[src/rtl/controlador_volcado_memoria.sv]
// Arbitrates the single-port data memory between the CPU MEM stage and the debug dump engine.
// The dump engine streams LEN consecutive words from BASE over valid/ready; the CPU has priority, bounded by a starvation counter.
module controlador_volcado_memoria #(
  parameter int NBITS      = 32,
  parameter int CELDAS     = 10,
  parameter int NB_LEN     = 8,
  parameter int STARVE_MAX = 4
) (
  input  logic              i_clk,
  input  logic              i_reset_n,
  input  logic [NBITS-1:0]  i_cpu_addr,
  input  logic [NBITS-1:0]  i_cpu_wdata,
  input  logic              i_cpu_mem_read,
  input  logic              i_cpu_mem_write,
  output logic              o_cpu_stall,
  input  logic              i_dump_start,
  input  logic [NBITS-1:0]  i_dump_base,
  input  logic [NB_LEN-1:0] i_dump_len,
  output logic [NBITS-1:0]  o_dump_data,
  output logic              o_dump_valid,
  input  logic              i_dump_ready,
  output logic              o_dump_busy,
  output logic              o_dump_done,
  output logic [NBITS-1:0]  o_mem_addr,
  output logic [NBITS-1:0]  o_mem_wdata,
  output logic              o_mem_read,
  output logic              o_mem_write,
  input  logic [NBITS-1:0]  i_mem_rdata
);

  localparam int NB_STARVE = $clog2(STARVE_MAX + 1);

  typedef enum logic [2:0] {
    IDLE  = 3'd0,
    ISSUE = 3'd1,
    CAPT  = 3'd2,
    HOLD  = 3'd3,
    DONE  = 3'd4
  } state_t;

  state_t               state_r;
  logic [NBITS-1:0]     dump_addr_r;
  logic [NB_LEN-1:0]    remaining_r;
  logic [NB_STARVE-1:0] starve_cnt_r;
  logic                 cpu_req_s;
  logic                 starved_s;
  logic                 grant_s;
  logic                 forced_s;

  function automatic logic [NBITS-1:0] wrap_addr(input logic [NBITS-1:0] addr);
    return addr % NBITS'(CELDAS);
  endfunction

  function automatic logic [NBITS-1:0] next_addr(input logic [NBITS-1:0] addr);
    logic [NBITS-1:0] inc;
    inc = addr + NBITS'(1'b1);
    return (inc == NBITS'(CELDAS)) ? {NBITS{1'b0}} : inc;
  endfunction

  // Decide who owns the memory port this cycle
  always_comb begin
    cpu_req_s = i_cpu_mem_read | i_cpu_mem_write;
    starved_s = (starve_cnt_r == NB_STARVE'(STARVE_MAX));
    grant_s   = 1'b0;
    forced_s  = 1'b0;
    if (state_r == ISSUE) begin
      forced_s = cpu_req_s & starved_s;
      grant_s  = ~cpu_req_s | starved_s;
    end else begin
      forced_s = 1'b0;
      grant_s  = 1'b0;
    end
  end

  // Memory port mux; a granted dump read never carries a CPU write
  always_comb begin
    o_mem_wdata = i_cpu_wdata;
    o_mem_addr  = i_cpu_addr;
    o_mem_read  = i_cpu_mem_read;
    o_mem_write = i_cpu_mem_write;
    if (grant_s) begin
      o_mem_addr  = dump_addr_r;
      o_mem_read  = 1'b1;
      o_mem_write = 1'b0;
    end else begin
      o_mem_addr  = i_cpu_addr;
      o_mem_read  = i_cpu_mem_read;
      o_mem_write = i_cpu_mem_write;
    end
  end

  assign o_cpu_stall = forced_s;
  assign o_dump_busy = (state_r != IDLE);

  // Dump sequencer with registered stream outputs
  always_ff @(posedge i_clk) begin
    if (!i_reset_n) begin
      state_r      <= IDLE;
      dump_addr_r  <= '0;
      remaining_r  <= '0;
      starve_cnt_r <= '0;
      o_dump_data  <= '0;
      o_dump_valid <= 1'b0;
      o_dump_done  <= 1'b0;
    end else begin
      o_dump_done <= 1'b0;
      case (state_r)
        IDLE: begin
          if (i_dump_start) begin
            dump_addr_r  <= wrap_addr(i_dump_base);
            remaining_r  <= i_dump_len;
            starve_cnt_r <= '0;
            state_r      <= (i_dump_len == '0) ? DONE : ISSUE;
          end
        end
        ISSUE: begin
          if (grant_s) begin
            starve_cnt_r <= '0;
            state_r      <= CAPT;
          end else if (!starved_s) begin
            starve_cnt_r <= starve_cnt_r + NB_STARVE'(1'b1);
          end
        end
        CAPT: begin
          o_dump_data  <= i_mem_rdata;
          o_dump_valid <= 1'b1;
          state_r      <= HOLD;
        end
        HOLD: begin
          if (o_dump_valid && i_dump_ready) begin
            o_dump_valid <= 1'b0;
            dump_addr_r  <= next_addr(dump_addr_r);
            remaining_r  <= remaining_r - NB_LEN'(1'b1);
            state_r      <= (remaining_r == NB_LEN'(1'b1)) ? DONE : ISSUE;
          end
        end
        DONE: begin
          o_dump_done <= 1'b1;
          state_r     <= IDLE;
        end
        default: begin
          o_dump_valid <= 1'b0;
          state_r      <= IDLE;
        end
      endcase
    end
  end

endmodule

[config.mk]
export PLATFORM = sky130hd
export DESIGN_NAME = controlador_volcado_memoria
export DESIGN_NICKNAME = d
export VERILOG_FILES = /design/src/rtl/controlador_volcado_memoria.sv
export SDC_FILE = /design/constraint.sdc
export NUM_CORES = 1
export LEC_CHECK = 0
export ABC_AREA = 1
export CAP_MARGIN = 10
export CORE_AREA = 2 2 152 124
export CTS_CLUSTER_SIZE = 24
export DETAILED_ROUTE_END_ITERATION = 10
export DIE_AREA = 0 0 154 126
export GPL_TIMING_DRIVEN = 0
export PLACE_DENSITY = 0.68
export RECOVER_POWER = 100
export SETUP_SLACK_MARGIN = 0.4
export SKIP_LAST_GASP = 1
export SLEW_MARGIN = 15
export SYNTH_ARGS = -nofsm -noshare
export SYNTH_HDL_FRONTEND = slang
export SYNTH_SLANG_ARGS = --single-unit
[constraint.sdc]
create_clock -name i_clk -period 24.3 [get_ports i_clk]
set_input_delay 4.86 -clock i_clk [delete_from_list [all_inputs] [get_ports i_clk]]
set_output_delay 4.86 -clock i_clk [all_outputs]
set_load 0.01 [all_outputs]
==> impl_metrics.env <==
export IMPL_run_status="completed"
export IMPL_yosysUniqueCellTypes=41
export IMPL_crit_reg2reg_capture="dump_addr_r[3]"
export IMPL_cp_required_ps=24530
export IMPL_worst_hold_stages=2
export IMPL_most_frequently_used_cell_type_in_the_post_synthesis_netlist="nand2_1"
export IMPL_timing_critical_path_from_type="input pin"
export IMPL_rsz0062_at_grt="false"
export IMPL_critical_path_endpoint_type="register"
export IMPL_final_antenna_net_count=0
export IMPL_pre_cts_ws_ps=8930
export IMPL_groute_usage_overall=0.202
export IMPL_post_cts_resized=0
export IMPL_drive_gt1_frac=0.123
export IMPL_cts_setup_buffers=0
export IMPL_syn_instance_count=1177
export IMPL_slew_viol_final=0
export IMPL_flow_area_growth_from_synthesis_pct=38.5
export IMPL_via_count_of_the_first_global_routing_pass=7229
export IMPL_io_pin_count=244
export IMPL_cts_hold_buf=0
export IMPL_vias=8019
export IMPL_drt_wirelength_per_cell_um=12.3
export IMPL_post_synth_main_area_contributors="dfxtp_1 23%, nand2_1 15%, nand3_1 9.6%"
export IMPL_clock_latency_ps=340
export IMPL_crit_path_top_delay_cell="clkdlybuf4s50_1"
export IMPL_fin_worst_skew_ps=9.51
export IMPL_max_cap_violations=0
export IMPL_core_rowCount=44
export IMPL_synth_mux_area_fraction=0
export IMPL_criticalPathCategory="in2reg"
export IMPL_cts_max_path_buffers=2
export IMPL_ys_seq_elements=80
export IMPL_initial_core_util=0.393
export IMPL_yosys_area_share_adder=0.0107
export IMPL_worst_slew_margin_rel=0.423
export IMPL_dieArea_um2=19400
export IMPL_design_area_um2=9740
export IMPL_hold_class="reg2reg"
export IMPL_globalplace_congestion=0.844
export IMPL_final_nets=1547
export IMPL_placement_io_buffers=211
export IMPL_setup_ws_ps=9150
export IMPL_timing_critical_path_slowest_cell_delay_ps=500
export IMPL_cts_htree_levels=3
export IMPL_r2r_start="dump_addr_r[2]"
export IMPL_synthesis_area_um2=7030
export IMPL_synth_flop_cell="dfxtp_1"
export IMPL_holdCritStartpoint="dump_addr_r[31]"
export IMPL_grt_start_max_net_pins=15
export IMPL_post_synth_most_frequent_cells="288 x nand2_1, 135 x nand3_1, 126 x inv_1"
export IMPL_worst_setup_hold_path_clk_slew_ps=60
export IMPL_tightestPinTransition_ps=858
export IMPL_die_h_um=126
export IMPL_total_clock_buffers_created_by_cts=9
export IMPL_drt_pass1_iterations=5
export IMPL_number_of_sinks_driven_by_the_clock_tree=80
export IMPL_floorplan_die_width_um=154
export IMPL_placement_cell_area_um2=9430
export IMPL_whs_endpoint="dump_addr_r[31]"
export IMPL_synth_top_area_share=0.228
export IMPL_synth_enable_flop_cells=0
export IMPL_setup_viol=0
export IMPL_synth_async_sr_flop_share=0
export IMPL_antenna_cells_inserted=0
export IMPL_cts_tree="yes"
export IMPL_via_per_inst=4.91
export IMPL_synth_simple_gate_area_frac=0.439
export IMPL_totalNegativeSetupSlack_ps=0
export IMPL_crit_arrival_ps=15380
export IMPL_timing_hold_ws_ps=471
export IMPL_crit_fanout=5
export IMPL_synth_largest_area_cell="dfxtp_1"
export IMPL_worst_r2r_setup_slack_ps=19450
export IMPL_place_hpwl_um=16200
export IMPL_avgSynthCellArea_um2=5.98
export IMPL_routed_wl_um=20100
export IMPL_synth_fp_nets=1325
export IMPL_synth_top_family_by_area="simple AND/OR/NAND/NOR gates"
export IMPL_drc=0
export IMPL_first_iter_violations=371
export IMPL_period_share=0.623
export IMPL_finalHoldViolations=0
export IMPL_grt_pass1_wl_um=33100
export IMPL_seq_area_frac_synth=0.228
export IMPL_synth_compound_gate_area_share=0.151
export IMPL_cts_root_buffer="clkbuf_16"
export IMPL_yosys_warnings=0
export IMPL_cpMostUsedCell="nand2_1"
export IMPL_synth_xor_xnor_area_share=0.0374
export IMPL_core_area_um2=17900
export IMPL_reg2reg_depth=24
export IMPL_period_minus_slack_ps=15150
export IMPL_grt_remaining_overflow=0
export IMPL_antenna_found_initial=0
export IMPL_clock_fmax_mhz=66.0
-- layout by cell type, fill, tap and decap left out, types with 6 or more instances in the layout --
cell type / netlist / final
buf_4: 32 / 32
nand2_4: 10 / 10
nand3_2: 16 / 16
nand3_1: 135 / 135
xor2_1: 30 / 30
nand4_1: 15 / 15
clkbuf_1: 30 / 31
inv_1: 126 / 126
nor4_1: 12 / 12
ha_1: 6 / 6
nand2_2: 65 / 63
dfxtp_1: 80 / 80
o21ai_0: 87 / 88
o21ai_2: 6 / 6
a21oi_1: 49 / 49
nor2_1: 96 / 96
clkdlybuf4s50_1: 0 / 106
nor3_1: 14 / 14
nand2_1: 288 / 290
clkbuf_16: 0 / 9
a211oi_1: 18 / 18
inv_2: 24 / 24
dlygate4sd3_1: 0 / 105
-- critical path: cells and delay by family --
| kind | cells | cell delay, ps |
|---|---|---|
| AOI/OAI and AO/OA | 5 | 870 |
| buffers and inverters | 12 | 1220 |
| and+or+nand+nor | 98 | 8360 |
-- cells by family (layout without fill, tap and decap cells) --
logic type               count (synthesis)  after routing
adder cells (fa/ha/maj)                  6              6
flip-flops                              80             80
buffers and inverters                  218            445
AND/OR/NAND/NOR                        659            659
AO/OA/AOI/OAI                          184            184
XOR/XNOR                                30             30
-- state kept, by name (all words and copies together) (netlist names) --
register,flops
starve_cnt_r,3
state_r,3
dump_addr_r,32
o_dump_data,32
o_dump_done,1
o_dump_valid,1
remaining_r,8
-- stage by stage --
step                 util  std cells
finish              0.544       1634
global route        0.544       1634
detailed placement  0.527       1618
CTS                 0.545       1634
global placement    0.527       1618
floorplan               -       1177
-- worst max path at each step --
stage                         start        endpoint  slack, ps  cells after the start
floorplan           i_dump_base[29]  dump_addr_r[1]      10780                    121
global placement    i_dump_base[29]  dump_addr_r[3]       9180                    116
detailed placement  i_dump_base[29]  dump_addr_r[3]       8930                    116
CTS                 i_dump_base[29]  dump_addr_r[3]       9260                    116
global route        i_dump_base[29]  dump_addr_r[1]       7490                    117
finish              i_dump_base[29]  dump_addr_r[3]       9150                    115
-- area by class of cell --
class / instances / area, um2
Inverter: 154 / 578
Clock buffer: 11 / 253
Multi-Input combinational cell: 879 / 4490
Buffer: 64 / 362
Timing Repair Buffer: 211 / 2110
Clock inverter: 5 / 61.3
Sequential cell: 80 / 1600
Tap cell: 230 / 288
Fill cell: 1786 / 8150
-- per-layer routing --
layer  track usage  vias up  routed length [um]
li1              -     4253                   -
met1         0.262     3554                9370
met2         0.346      190                9290
met3        0.0385       22                1140
met4        0.0511        0                 301
met5             0        -                   0
Power is left out: the tool's default activity adds up to more than one toggle a clock period on the data nets, which glitch-free logic cannot reach.
==> patch: new RTL, same settings <==
Set the parameter `NBITS` to 16 (it was 32).
--- a/src/rtl/controlador_volcado_memoria.sv
+++ b/src/rtl/controlador_volcado_memoria.sv
@@ -1,7 +1,7 @@
 // Arbitrates the single-port data memory between the CPU MEM stage and the debug dump engine.
 // The dump engine streams LEN consecutive words from BASE over valid/ready; the CPU has priority, bounded by a starvation counter.
 module controlador_volcado_memoria #(
-  parameter int NBITS      = 32,
+  parameter int NBITS      = 16,
   parameter int CELDAS     = 10,
   parameter int NB_LEN     = 8,
   parameter int STARVE_MAX = 4
Ports: changed (7 resized); port bits go from 244 to 132. No check against the original RTL was run, so the function may have changed too.
==> patch against the unedited design <==
  * Sequential cell count is 32 lower
  * Design area is 45% lower
  * Worst setup slack better by 3.2 ns
  * Sequential share of layout area is 1.4 points higher
  * Non-clock buffer count is 128 lower
  * Largest cell class unchanged
  * Synthesized area is 46% lower
  * Routed wire length is 49% lower
  * Register-to-register slack better by 1.9 ns
  * Global-route usage is 9.9 points lower
Power is left out: it rests on default switching activity, and per cell area and clock period it moved more than threefold.
==> patch: results (changes against the unedited design) <==
ys_seq_area_share_pct: 25.14  # was 22.77%
min_to: "starve_cnt_r[0]"  # was dump_addr_r[31]
final_cells: 974  # was 1634
synth_top_area_share_pct: 25.14  # was 22.77%
via_per_inst: 4.348  # was 4.908
htreeDepth: 2  # was 3
drive_gt1_share_pct: 11.29  # was 12.32%
synthTopCellsByArea: "dfxtp_1 (25%), nand2_1 (15%), nand3_1 (7.1%)"  # was dfxtp_1 (23%), nand2_1 (15%), nand3_1 (9.6%)
clk_latency_ns: 0.29  # was 0.34 ns
ys_types: 38  # was 41
gp_congestion: 0.8385  # was 0.8440
grt_use_total_pct: 10.33  # was 20.19%
slowest_stage: "dlygate4sd3_1"  # was clkdlybuf4s50_1
status: "completed"  # unchanged
drtIter0Drc: 277  # was 371
hp-start: "starve_cnt_r[0]"  # was dump_addr_r[31]
synth_nets: 706  # was 1325
numPortBuffers: 114  # was 211
nets: 827  # was 1547
critPathMaxFanout: 10  # was 5
cpPeakStageDelay_ns: 0.60  # was 0.50 ns
reg.largest.list: "dump_addr_r (16), o_dump_data (16), remaining_r (8)"  # was dump_addr_r (32), o_dump_data (32), remaining_r (8)
critPathLaunch: "i_cpu_mem_write"  # was i_dump_base[29]
first_global_vias: 3831  # was 7229
rr_worst_depth: 16  # was 24
## patch: cell count changes after synthesis, moves of 32 or more
cell	unedited run	this run
nand3_1	135	54
inv_1	126	71
dfxtp_1	80	48
nand2_2	65	29
o21ai_0	87	47
nor2_1	96	55
nand2_1	288	149
## patch: metal layers
metal	GRT usage (%)	share of wire, %	vias up
li1	-	-	2256
met2	17.52	46	115
met1	13.77	48	1858
met5	0	0	-
met4	2.694	0.83	0
met3	1.549	5.2	6
## patch: layout make-up
type / count / area, um^2
multi-input cells: 459 / 2357
inverters: 82 / 307.8
well taps: 230 / 287.8
flip-flops and latches: 48 / 960.9
clock buffers: 6 / 138.9
fillers: 1942 / 12500
clock inverters: 2 / 13.76
repair buffers: 114 / 1141
plain buffers: 33 / 185.2
## patch: per-stage QoR
step / hold WS [ns] / setup WS [ns] / area [um^2]
floorplan: 0.4473 / 13.62 / 3822
global placement: 0.4640 / 12.51 / 5251
detailed placement: 0.4705 / 12.52 / 5251
CTS: 0.4842 / 12.51 / 5404
global route: 0.5026 / 12.16 / 5393
finish: 0.4817 / 12.34 / 5393
## patch: cell families after synthesis
| kind of cell | count (synthesis) | share of synthesized area (%) |
|---|---|---|
| simple gates | 326 | 39.21 |
| buf+inv | 115 | 13.13 |
| compound gates | 107 | 15.78 |
| flops | 48 | 25.14 |
| xor+xnor | 17 | 3.895 |
| fa+ha+maj | 6 | 1.964 |
| mux | 3 | 0.8837 |
## patch: worst max-delay path: cells and delay by family
kind                   cells  cell delay (ns)
AO/OA/AOI/OAI              1             0.11
buffers and inverters      4             1.56
multiplexers               1             0.38
AND/OR/NAND/NOR            2             0.18
